`config.mk`:
```
export PLATFORM = sky130hd
export DESIGN_NAME = port_bus_bridge
export DESIGN_NICKNAME = d
export VERILOG_FILES = /design/src/rtl/port_bus_bridge.sv
export SDC_FILE = /design/constraint.sdc
export NUM_CORES = 1
export LEC_CHECK = 0
export CORE_AREA = 2 2 104 106
export CTS_BUF_LIST = sky130_fd_sc_hd__clkbuf_16
export DETAILED_ROUTE_END_ITERATION = 10
export DIE_AREA = 0 0 106 108
export DONT_BUFFER_PORTS = 1
export PLACE_DENSITY = 0.47
export SYNTH_ARGS = -nofsm -noshare
export SYNTH_HDL_FRONTEND = slang
export SYNTH_SLANG_ARGS = --single-unit
```
`constraint.sdc`:
```
create_clock -name clk -period 1.7 [get_ports clk]
set_input_delay 0.17 -clock clk [delete_from_list [all_inputs] [get_ports clk]]
set_output_delay 0.17 -clock clk [all_outputs]
set_load 0.005 [all_outputs]
```
`src/rtl/port_bus_bridge.sv`:
```
// port_bus_bridge: byte-stream command frames to port_id/wen/ren peripheral bus cycles, one response byte per frame.
module port_bus_bridge #(
  parameter logic [7:0] OP_WRITE = 8'hA5,
  parameter logic [7:0] OP_READ  = 8'h5A,
  parameter logic [7:0] ACK      = 8'h06,
  parameter logic [7:0] NAK      = 8'h15,
  parameter int TO_WIDTH         = 16,
  parameter logic [TO_WIDTH-1:0] TIMEOUT = 16'd50000
) (
  input  logic       clk,
  input  logic       rst_n,
  input  logic [7:0] cmd_data_i,
  input  logic       cmd_valid_i,
  output logic       cmd_ready_o,
  output logic [7:0] rsp_data_o,
  output logic       rsp_valid_o,
  input  logic       rsp_ready_i,
  output logic [7:0] port_id_o,
  output logic [7:0] out_port_o,
  input  logic [7:0] in_port_i,
  output logic       wen_o,
  output logic       ren_o,
  output logic       busy_o
);
  typedef enum logic [2:0] {IDLE, GET_ADDR, GET_DATA, SETUP, STROBE, RESP} state_t;
  localparam logic [TO_WIDTH-1:0] TO_LAST = TO_WIDTH'(TIMEOUT - 1);
  state_t state_q, state_d;
  logic is_wr_q, is_wr_d;
  logic [7:0] addr_q, addr_d, data_q, data_d, port_id_q, port_id_d, out_port_q, out_port_d, rsp_q, rsp_d;
  logic [TO_WIDTH-1:0] cnt_q, cnt_d, cnt_inc;
  logic hs, expire;
  assign cmd_ready_o = (state_q == IDLE) || (state_q == GET_ADDR) || (state_q == GET_DATA);
  assign hs = cmd_valid_i && cmd_ready_o;
  assign expire = (TIMEOUT != '0) && (cnt_q == TO_LAST);
  assign cnt_inc = (cnt_q == '1) ? cnt_q : cnt_q + 1'b1;
  assign wen_o = (state_q == STROBE) && is_wr_q;
  assign ren_o = (state_q == STROBE) && !is_wr_q;
  assign rsp_valid_o = state_q == RESP;
  assign busy_o = state_q != IDLE;
  assign rsp_data_o = rsp_q;
  assign port_id_o = port_id_q;
  assign out_port_o = out_port_q;
  always_comb begin
    state_d = state_q;
    is_wr_d = is_wr_q;
    addr_d = addr_q;
    data_d = data_q;
    port_id_d = port_id_q;
    out_port_d = out_port_q;
    rsp_d = rsp_q;
    cnt_d = '0;
    case (state_q)
      IDLE: if (hs) begin
        is_wr_d = cmd_data_i == OP_WRITE;
        if (cmd_data_i == OP_WRITE || cmd_data_i == OP_READ) state_d = GET_ADDR;
        else begin
          state_d = RESP;
          rsp_d = NAK;
        end
      end
      // Bus address/data are loaded on entry to SETUP so they are visible during SETUP itself.
      GET_ADDR: if (hs) begin
        addr_d = cmd_data_i;
        state_d = is_wr_q ? GET_DATA : SETUP;
        port_id_d = is_wr_q ? port_id_q : cmd_data_i;
      end else if (expire) begin
        state_d = RESP;
        rsp_d = NAK;
      end else cnt_d = cnt_inc;
      GET_DATA: if (hs) begin
        data_d = cmd_data_i;
        port_id_d = addr_q;
        out_port_d = cmd_data_i;
        state_d = SETUP;
      end else if (expire) begin
        state_d = RESP;
        rsp_d = NAK;
      end else cnt_d = cnt_inc;
      SETUP: state_d = STROBE;
      STROBE: begin
        state_d = RESP;
        rsp_d = is_wr_q ? ACK : in_port_i;
      end
      RESP: if (rsp_ready_i) state_d = IDLE;
      default: state_d = IDLE;
    endcase
  end
  always_ff @(posedge clk or negedge rst_n) begin
    if (!rst_n) begin
      state_q <= IDLE;
      is_wr_q <= 1'b0;
      addr_q <= '0;
      data_q <= '0;
      port_id_q <= '0;
      out_port_q <= '0;
      rsp_q <= '0;
      cnt_q <= '0;
    end else begin
      state_q <= state_d;
      is_wr_q <= is_wr_d;
      addr_q <= addr_d;
      data_q <= data_d;
      port_id_q <= port_id_d;
      out_port_q <= out_port_d;
      rsp_q <= rsp_d;
      cnt_q <= cnt_d;
    end
  end
endmodule

```
==> flow_summary.ini <==
[timing]
setup_violations = 0
fmax_mhz = 614
finalHoldViolations = 0
max-slew-margin-rel = 0.723
drv_slew = 0
finalCritPeriodShare = 0.958
layout_min_cycle_time_ns = 1.63
finClkSkew_ns = 0.00958
tightest_slew_ns = 0.412
rsz0062_at_grt = yes

[synth]
syn_avg_cell_area_sq_um = 11.0
ys_types = 44
seq_area_frac_synth = 0.520
synth_nets = 249
syn_inst = 228
yosys.area.top_type = dfrtp_1
synth_edf_count = 0
yosysWarnings = 0
synth-async-reset-ratio = 1.00
netlist_area_sq_um = 2500
synth_area_leaders = dfrtp_1 52%, mux2_2 7.7%, mux2i_1 4.0%
yosysTopAreaCellShare = 0.520
synth_ff_type = dfrtp_1
synth-seq-cells = 52

[power]
p_leak_nw = 1.33
ir_worst_vdd_v = 0.000476
combPwrFrac = 0.264
seq_power_share = 0.461
switchingPower_mw = 1.28
finalPower_mw = 4.16
switching_share = 0.309
power.density_nw_per_um2 = 1350
intPower_mw = 2.88
clockPowerShare = 0.275

[floorplanning]
core_sq_um = 10200
die_x_um = 106
die_h_um = 108
fp-row-count = 37
initial_core_util = 0.244
fp.dieArea_sq_um = 11400
pin_count = 49

[placed_design]
port_buffers = 0
dp_hpwl_um = 4050
post_dp_cell_area_sq_um = 2820
gp_congestion = 0.809

[worst_setup_path]
arrival_ns = 1.81
end_kind = flip-flop
worstPathMaxFanout = 5
regToRegSetupSlack_ns = 0.07
cp.required_ns = 1.88
startpoint = cnt_q[0]$_DFFE_PN0P_
r2r-start = cnt_q[0]$_DFFE_PN0P_
reg2reg_to = cnt_q[1]$_DFFE_PN0P_
rr_worst_depth = 6
path_class = flip-flop to flip-flop
cp-start-kind = flip-flop

[drt]
drtAntennaViolNets = 0
wirelength_met1_um = 2530
top_layer = met4
drtIter0Drc = 80
vias = 1777
drt_first_pass_iters = 4
viasPerCell = 4.54
wl_per_cell_um = 14.1
met3WireLength_um = 292
drcViolationCount = 0
wl_met2_um = 2640
routed_wl_um = 5510

[clock_tree]
cts_made_buffers = 5
clockBufferDepth = 2
clock_latency_ns = 0.29
clk_pin_slew_ns = 0.07
clock-root-buffer = clkbuf_16
cts.sinks = 52
cts_htree_levels = 2
tritoncts = done

[final_layout]
num_antenna_cells = 0
final_core_util = 0.302
nets = 275
area_growth_syn_to_layout_pct = 23.4
layout_common_cells = 50 x dfrtp_1, 23 x buf_4, 22 x nor2_1
final_common_cell = dfrtp_1
final_area_sq_um = 3090
drive_above_1_share = 0.275

[min_path]
hp-start = in_port_i[7]
min-delay-path-class = input port to flip-flop
min_path_cells = 1
whs_endpoint = rsp_data_o[7]$_DFFE_PN0P_

[global_routing]
grt_usage = 0.102
grt_overflow_total = 0
antenna_found_initial = 0
grt_pass1_vias = 1892
grt_max_degree = 53
grt_pass1_wl_um = 9450

[flow_run]
drv_cap = 0

[status]
outcome = finished clean
[flip-flops by register name, summed over array words and instances, names as in the netlist]
register    cells
state_q         3
out_port_o      8
is_wr_q         1
addr_q          8
cnt_q          16
rsp_data_o      8
port_id_o       8
[worst max-delay path by stage]
stage | endpoint | depth (start not counted)
finish | cnt_q[1]$_DFFE_PN0P_ | 6
global route | state_q[2]$_DFFE_PN0P_ | 6
CTS | ren_o | 4
detailed placement | cnt_q[0]$_DFFE_PN0P_ | 6
global placement | cnt_q[1]$_DFFE_PN0P_ | 6
floorplan | cnt_q[1]$_DFFE_PN0P_ | 7
[kinds of logic after synthesis]
family          count (synthesis)  share of synthesized area
compound gates                 46                      0.130
xor+xnor                        9                     0.0315
fa+ha+maj                       1                    0.00500
buf+inv                        13                     0.0235
flops                          52                      0.520
mux                            27                      0.117
simple gates                   80                      0.174
[Yosys cell counts (3+ instances only)]
library cell,instances
dfrtp_1,52
nor2_1,23
nand2_1,18
mux2_2,17
o21ai_0,12
a21oi_1,10
mux2i_1,10
xor2_1,8
inv_1,7
nor3_1,6
a22o_1,4
nand2b_1,4
o2111ai_1,4
or4bb_1,4
and2_1,3
and3_1,3
clkbuf_1,3
nand3_1,3
nor2_2,3
o211ai_1,3
[critical path, cell delays in order, from the launching register on]
cell	delay, ns
dfrtp_1	0.39
ha_4	0.18
nand4_4	0.07
or3_4	0.37
or2_4	0.30
mux2i_1	0.15
nor2_1	0.05
[routing by layer]
metal,vias up,global-route usage
met3,5,0.0301
met1,857,0.128
met5,-,0
met2,36,0.175
li1,879,-
met4,0,0.0254
[per-stage QoR]
stage | TNS [ns] | cells | hold WS (ns) | worst slack, ns
after floorplan | 0 | 228 | -0.126 | 0.00689
after global placement | 0 | 379 | -0.122 | 0.0334
after detailed placement | 0 | 379 | -0.122 | 0.00714
after CTS | 0 | 389 | 0.00904 | 0.00918
after global routing | -0.0109 | 391 | 0.0106 | -0.00674
final | 0 | 391 | 0.0192 | 0.0709
[what timing repair did]
action,in CTS,in global routing
endpoints found under the setup margin,2,29
hold buffers,2,0
buffers inserted,0,2
pin swaps,0,7
resized for setup,1,13
endpoints found under the hold margin,52,0
[power groups by stage]
stage	clock network [mW]	registers (mW)	logic, mW
after floorplan	0	1.87	0.830
after global placement	0	1.95	1.04
after detailed placement	0	1.96	1.06
after CTS	1.19	1.93	1.10
after global routing	1.24	1.99	1.26
final	1.14	1.92	1.10
[final cells by class]
class	count	area [sq um]
inverter	7	26.3
clock inverter	3	42.5
timing repair buffer	25	210
multi-input combinational	163	1210
sequential	52	1300
clock buffer	5	125
fill	1052	7140
tap	136	170
Power figures use the tool's default switching activity.
